[src/rtl/ifu_fetch.sv]
// ----------------------------------------------------------------------------
// ifu_fetch
//   Instruction-fetch stage sitting after the PC register (PCR). It runs one
//   outstanding request/acknowledge transaction to instruction memory,
//   buffers returned words with their PCs in a DEPTH-entry FIFO for decode,
//   and computes the next PC, which is fed back to PCR (PCR loads every
//   cycle, so pc_next equals pc_in whenever the PC does not advance).
//
// Parameters
//   RESET_PC    value driven on pc_next while reset is high
//   DEPTH       instruction FIFO entries (power of two, >= 2)
//
// Ports
//   clk, reset          clock, synchronous active-high reset
//   pc_in               current PC from PCR
//   pc_next             next PC to PCR (combinational)
//   redirect,
//   redirect_pc         taken branch/jump and its target
//   imem_req, imem_addr registered memory request and address
//   imem_ack,
//   imem_rdata          single-cycle acknowledge with instruction word
//   inst_valid,
//   inst_ready          FIFO head handshake towards decode
//   inst_out, inst_pc   head instruction and its PC
//   fetch_fault         sticky misaligned-PC flag
//
// Build option
//   IFU_ALIGN_CHECK_EN  when defined, a misaligned pc_in in IDLE blocks the
//                       request and sets fetch_fault until redirect/reset.
//                       When undefined, fetch_fault is 0 and the PC is
//                       force-aligned before it is used.
// ----------------------------------------------------------------------------
module ifu_fetch #(
    parameter logic [31:0] RESET_PC = 32'h0000_0000,
    parameter int          DEPTH    = 2
) (
    input  logic        clk,
    input  logic        reset,
    input  logic [31:0] pc_in,
    output logic [31:0] pc_next,
    input  logic        redirect,
    input  logic [31:0] redirect_pc,
    output logic        imem_req,
    output logic [31:0] imem_addr,
    input  logic        imem_ack,
    input  logic [31:0] imem_rdata,
    output logic        inst_valid,
    input  logic        inst_ready,
    output logic [31:0] inst_out,
    output logic [31:0] inst_pc,
    output logic        fetch_fault
);

    localparam int PTR_W = $clog2(DEPTH);
    localparam int CNT_W = PTR_W + 1;

    typedef enum logic [1:0] {
        S_IDLE = 2'd0,
        S_WAIT = 2'd1,
        S_DROP = 2'd2
    } state_t;

    state_t             state_q, state_d;
    logic               req_q, req_d;
    logic [31:0]        addr_q, addr_d;
    logic [CNT_W-1:0]   cnt_q, cnt_d;
    logic [PTR_W-1:0]   rd_ptr_q, rd_ptr_d;
    logic [PTR_W-1:0]   wr_ptr_q, wr_ptr_d;
    logic [31:0]        fifo_inst_q [DEPTH];
    logic [31:0]        fifo_pc_q   [DEPTH];

    logic               pop;
    logic               push;
    logic               space;
    logic [CNT_W-1:0]   cnt_after_pop;
    logic [31:0]        pc_fetch;
    logic [31:0]        pc_inc;
    logic               misaligned;

`ifdef IFU_ALIGN_CHECK_EN
    logic               fault_q, fault_d;
    assign pc_fetch    = pc_in;
    assign misaligned  = (pc_in[1:0] != 2'b00);
    assign fetch_fault = fault_q;
`else
    assign pc_fetch    = {pc_in[31:2], 2'b00};
    assign misaligned  = 1'b0;
    assign fetch_fault = 1'b0;
`endif

    assign pc_inc        = pc_fetch + 32'd4;
    assign inst_valid    = (cnt_q != '0);
    assign pop           = inst_valid & inst_ready;
    assign cnt_after_pop = cnt_q - CNT_W'(pop);
    // Room for one more word once this cycle's pop has been taken.
    assign space         = (cnt_after_pop < CNT_W'(DEPTH));
    // A response is only kept when it arrives in WAIT without a redirect.
    assign push          = (state_q == S_WAIT) & imem_ack & ~redirect;

    assign imem_req  = req_q;
    assign imem_addr = addr_q;
    // Storage is not reset, so the head is masked to 0 while empty.
    assign inst_out  = inst_valid ? fifo_inst_q[rd_ptr_q] : '0;
    assign inst_pc   = inst_valid ? fifo_pc_q[rd_ptr_q]   : '0;

    always_comb begin
        if (reset) begin
            pc_next = RESET_PC;
        end else if (redirect) begin
            pc_next = redirect_pc;
        end else if (push) begin
            pc_next = pc_inc;
        end else begin
            pc_next = pc_in;
        end
    end

    always_comb begin
        state_d = state_q;
        req_d   = req_q;
        addr_d  = addr_q;
`ifdef IFU_ALIGN_CHECK_EN
        fault_d = fault_q;
`endif
        unique case (state_q)
            S_IDLE: begin
                if (!redirect && space && !misaligned) begin
                    req_d   = 1'b1;
                    addr_d  = pc_fetch;
                    state_d = S_WAIT;
                end
`ifdef IFU_ALIGN_CHECK_EN
                if (!redirect && misaligned) begin
                    fault_d = 1'b1;
                end
`endif
            end
            S_WAIT: begin
                if (imem_ack) begin
                    if (redirect) begin
                        req_d   = 1'b0;
                        state_d = S_IDLE;
                    end else if ((cnt_after_pop + CNT_W'(1)) < CNT_W'(DEPTH)) begin
                        // Back-to-back fetch keeps imem_req high.
                        addr_d  = pc_inc;
                    end else begin
                        req_d   = 1'b0;
                        state_d = S_IDLE;
                    end
                end else if (redirect) begin
                    state_d = S_DROP;
                end
            end
            S_DROP: begin
                if (imem_ack) begin
                    req_d   = 1'b0;
                    state_d = S_IDLE;
                end
            end
            default: begin
                req_d   = 1'b0;
                state_d = S_IDLE;
            end
        endcase
`ifdef IFU_ALIGN_CHECK_EN
        if (redirect) begin
            fault_d = 1'b0;
        end
`endif
    end

    // A redirect flushes everything, including an entry popped this cycle.
    always_comb begin
        if (redirect) begin
            cnt_d    = '0;
            rd_ptr_d = '0;
            wr_ptr_d = '0;
        end else begin
            cnt_d    = cnt_after_pop + CNT_W'(push);
            rd_ptr_d = rd_ptr_q + PTR_W'(pop);
            wr_ptr_d = wr_ptr_q + PTR_W'(push);
        end
    end

    always_ff @(posedge clk) begin
        if (reset) begin
            state_q  <= S_IDLE;
            req_q    <= 1'b0;
            addr_q   <= '0;
            cnt_q    <= '0;
            rd_ptr_q <= '0;
            wr_ptr_q <= '0;
`ifdef IFU_ALIGN_CHECK_EN
            fault_q  <= 1'b0;
`endif
        end else begin
            state_q  <= state_d;
            req_q    <= req_d;
            addr_q   <= addr_d;
            cnt_q    <= cnt_d;
            rd_ptr_q <= rd_ptr_d;
            wr_ptr_q <= wr_ptr_d;
`ifdef IFU_ALIGN_CHECK_EN
            fault_q  <= fault_d;
`endif
        end
    end

    always_ff @(posedge clk) begin
        if (push) begin
            fifo_inst_q[wr_ptr_q] <= imem_rdata;
            fifo_pc_q[wr_ptr_q]   <= addr_q;
        end
    end

endmodule

[config.mk]
export PLATFORM = sky130hd
export DESIGN_NAME = ifu_fetch
export DESIGN_NICKNAME = d
export VERILOG_FILES = /design/src/rtl/ifu_fetch.sv
export SDC_FILE = /design/constraint.sdc
export NUM_CORES = 1
export LEC_CHECK = 0
export CAP_MARGIN = 10
export CORE_ASPECT_RATIO = 1.1
export CORE_MARGIN = 3
export CORE_UTILIZATION = 49
export CTS_BUF_LIST = sky130_fd_sc_hd__clkbuf_2
export CTS_CLUSTER_DIAMETER = 30
export DETAILED_ROUTE_END_ITERATION = 12
export PLACE_DENSITY = 0.79
export SLEW_MARGIN = 40
export SYNTH_ARGS = -nofsm -noshare
export SYNTH_HDL_FRONTEND = slang
export SYNTH_SLANG_ARGS = --single-unit
[constraint.sdc]
create_clock -name clk -period 3.6 [get_ports clk]
set_input_delay 0.72 -clock clk [delete_from_list [all_inputs] [get_ports clk]]
set_output_delay 0.72 -clock clk [all_outputs]
set_load 0.01 [all_outputs]
==> metrics.csv <==
stage,metric,value,unit
power,Power Total,0.00358,W
setup_path,Setup CP Type,primary input to flip-flop,
global_route,grt ovf,0,
yosys,"Seq/Total Area, Yosys",56.7,%
clocking,clock root buffer,clkbuf_2,
job,Max Cap Viol,0,
setup_path,crit start category,primary input,
die,Core Area,15400,um2
route,wire per inst,17.5,um
sta,Clock Skews,15.6,ps
setup_path,Slowest cell on crit path,clkdlybuf4s50_1,
finish,Syn-to-layout area delta,45.2,%
sta,actual slew at the worst max-slew pin,720,ps
setup_path,Crit path arrival time,4180,ps
power,Psw,0.000892,W
global_route,pin count of the biggest net entering global routing,63,
yosys,Post-synth EDFFs,124,
die,full die area,17600,um2
route,DR DRC count,0,
route,vias per std cell,5.32,
setup_path,critical-path cell list,"clkdlybuf4s50_1, buf_4, and4_4, nand4_1, buf_4, buf_4, buf_4, buf_4, buf_4, buf_4, buf_4, buf_4, buf_4, buf_4, buf_4, buf_4, buf_4, buf_4, buf_4, nor3_2, xnor2_1, a211oi_1",
setup_path,worst r2r dst,imem_addr[22],
sta,min Tclk post-route,3600,ps
power,Pleak,4.23,nW
setup_path,Worst R2R Start,cnt_q[1],
finish,Reg area,4480,um2
power,sw frac,24.9,%
setup_path,Setup crit end kind,flip-flop,
global_route,initial antenna violation count,1,
die,row count,47,
global_route,vias in the first global route,6481,
route,1st-iter DRT viols,325,
clocking,post-cts hold buffer count,0,
setup_path,crit path max fanout,6,
finish,multi-input logic area,3300,um2
global_route,first-pass GRT wire length,32.8,mm
sta,unrepaired setup endpoints after global routing,yes,
clocking,Sink Count,161,
clocking,Max Root-Sink Buffers,2,
min_path,Hold Startpoint,imem_addr[9],
sta,Final setup viols,0,
yosys,average size of a mapped cell,11.4,um2
sta,final slew viol count,0,
yosys,synth warn,0,
route,Routed Antenna Nets,0,
sta,Final Cycle Share,99.9,%
yosys,ys async rst share,0,%
setup_path,WP data required,4180,ps
die,Starting Density,51.1,%
die,# IOs,232,
run_status,run status,completed,
clocking,Num CTS Buffers,17,
route,vias post-DR,6414,
finish,layout cells sized above 1,19.0,%
placed_design,minimum setup slack after placement,-318,ps
clocking,CTS H-tree lvls,4,
finish,fillers,1076,
die,die height,139,um
placed_design,gpl congestion,0.968,
finish,Finished Layout Cells,1206,
setup_path,CP peak stage delay,480,ps
power,PD cells,313,nW/um2
power,Comb power frac,17.0,%
yosys,Mapped Area,7880,um2
clocking,Worst-Skew Late Latency,650,ps
placed_design,dpl cells,1145,
setup_path,R2R cell count,10,
power,sequential power share,58.5,%
min_path,WHS Endpoint,fifo_pc_q[1][9],
min_path,hold depth,0,
power,Int Pwr,0.00269,W
die,die span in x,127,um
sta,setup ws final,3.47,ps
sta,"Hold Vio Cnt, Final",0,
setup_path,reg2reg setup slack,1050,ps
power,Worst VDD drop,0.000209,V
sta,Min Hold Slack,512,ps
yosys,ys flop type,edfxtp_1,
setup_path,CP dominant cell by count,buf_4,
sta,maximum clock rate,0.278,GHz
route,DRT Pass-1 Iters,5,
yosys,post-synthesis cell count,693,
placed_design,placed wire-length estimate,15.0,mm
sta,setup_tns,0,ps
clocking,Clock transition at path regs,190,ps
sta,slew margin rel.,52.0,%
placed_design,input/output buffers,226,
finish,Layout Nets,1102,
power,clock share of power,24.5,%
yosys,"flops & latches, synth",161,
yosys,unique cell type count in the Yosys netlist,46,
clocking,TritonCTS clock tree,done,
min_path,Hold WC Path Type,flip-flop to flip-flop,
route,DRT Wirelength,21.1,mm
global_route,GRT Overall Usage,23.1,%
sequential cells by signal, summed over array words and instances, names as in the netlist:
signal       flops
state_q          2
cnt_q            2
imem_req         1
fifo_pc_q       60
rd_ptr_q         1
wr_ptr_q         1
imem_addr       30
fifo_inst_q     64
layout by cell type (no fill, tap or decap), types with 3 or more instances in the layout:
master / count
clkdlybuf4s50_1: 193
edfxtp_1: 124
nor2_1: 115
buf_4: 105
mux2i_1: 74
dfxtp_1: 34
xnor2_1: 31
xor2_1: 26
a211oi_1: 26
inv_1: 22
nand4_1: 22
a21oi_1: 22
nand2_1: 20
clkbuf_2: 19
dlygate4sd2_1: 19
nand3_1: 16
o21a_1: 15
dlymetal6s2s_1: 12
nor3_1: 11
nor4_4: 6
nor3_4: 6
nor3_2: 6
conb_1: 5
nand3b_1: 4
nor4_2: 4
a211oi_2: 4
nand3_2: 4
nor4_1: 4
clkinvlp_4: 4
clkinv_2: 4
buf_6: 4
and2_1: 3
xnor2_2: 3
and3_4: 3
and4_4: 3
ha_2: 3
clkinv_1: 3
dfxtp_4: 3
per-stage QoR:
stage	util (%)	cell area [um2]
2_1_floorplan	-	7890
3_3_place_gp	69.9	10800
3_5_place_dp	69.9	10800
4_1_cts	73.1	11300
5_1_grt	74.2	11400
6_report	74.2	11400
worst max path at each step:
stage / from / endpoint / slack (ps) / cells past startpoint
3_3_place_gp: imem_ack / pc_next[30] / -260 / 8
3_5_place_dp: imem_ack / pc_next[30] / -320 / 8
5_1_grt: pc_in[3] / pc_next[28] / -30 / 10
4_1_cts: pc_in[2] / pc_next[30] / -160 / 8
6_report: pc_in[3] / imem_addr[23] / 3 / 22
2_1_floorplan: redirect / fifo_inst_q[1][0] / 320 / 4
layer usage:
metal  track usage, %  share of wire (%)  up-vias
met2             40.2                 52      262
met5                0                  0        -
met4             8.87                2.2        0
met3             4.93                6.9       34
li1                 -                  -     3100
met1             28.0                 39     3018
synthesized netlist by cell type, drive strengths merged (2+ instances only):
cell    instances  area [um2]
nor4           14         133
clkbuf         23        88.8
o21ai           2        10.0
buf            33         183
nand2          20        75.1
and3            4        26.3
nand3b          4        30.0
and4            3        26.3
o21a           15         113
nand3          20         105
a211oi         30         240
inv            22        82.6
ha              5        62.6
mux2i          74         741
nor2          117         439
nor3           23         138
dfxtp          37         741
nand4          23         159
nand2b          2        12.5
xnor2          34         298
xor2           26         228
a21oi          22         110
nor2b           2        12.5
and2            3        18.8
edfxtp        124        3720
logic make-up after synthesis:
family	synth area share [%]
AND/OR/NAND/NOR	15.3
flip-flops	56.7
buffers and inverters	4.50
multiplexers	9.55
AO/OA/AOI/OAI	6.50
XOR/XNOR	6.67
adder cells (fa/ha/maj)	0.794
other	0.0476
layout make-up:
class | count | share of cell area [%]
diodes | 1 | 0.0219
clock buffers | 19 | 0.831
clock inverters | 13 | 1.06
inverters | 22 | 0.722
multi-input cells | 458 | 28.9
flip-flops and latches | 161 | 39.1
well taps | 196 | 2.14
repair buffers | 336 | 27.2
worst max-delay path, delay by kind of cell:
kind	cells	cell delay, ps
buffers and inverters	17	2520
and+or+nand+nor	3	620
xor gates and xnor gates	1	90
AOI/OAI and AO/OA	1	190
power groups by stage:
stage	registers (W)	logic (W)	clock network [W]
after floorplan	0.00214	0.000236	0
after global placement	0.00213	0.000584	0
after detailed placement	0.00214	0.000594	0
after CTS	0.00210	0.000600	0.000905
after global routing	0.00210	0.000649	0.00100
final	0.00210	0.000607	0.000877
repair_timing:
action	CTS	global route
setup endpoints to repair	23	16
gates resized for setup	57	26
gates cloned	0	0
pin swaps	12	10
buffers inserted	20	9
No activity file was read; power rests on OpenSTA's default activity.
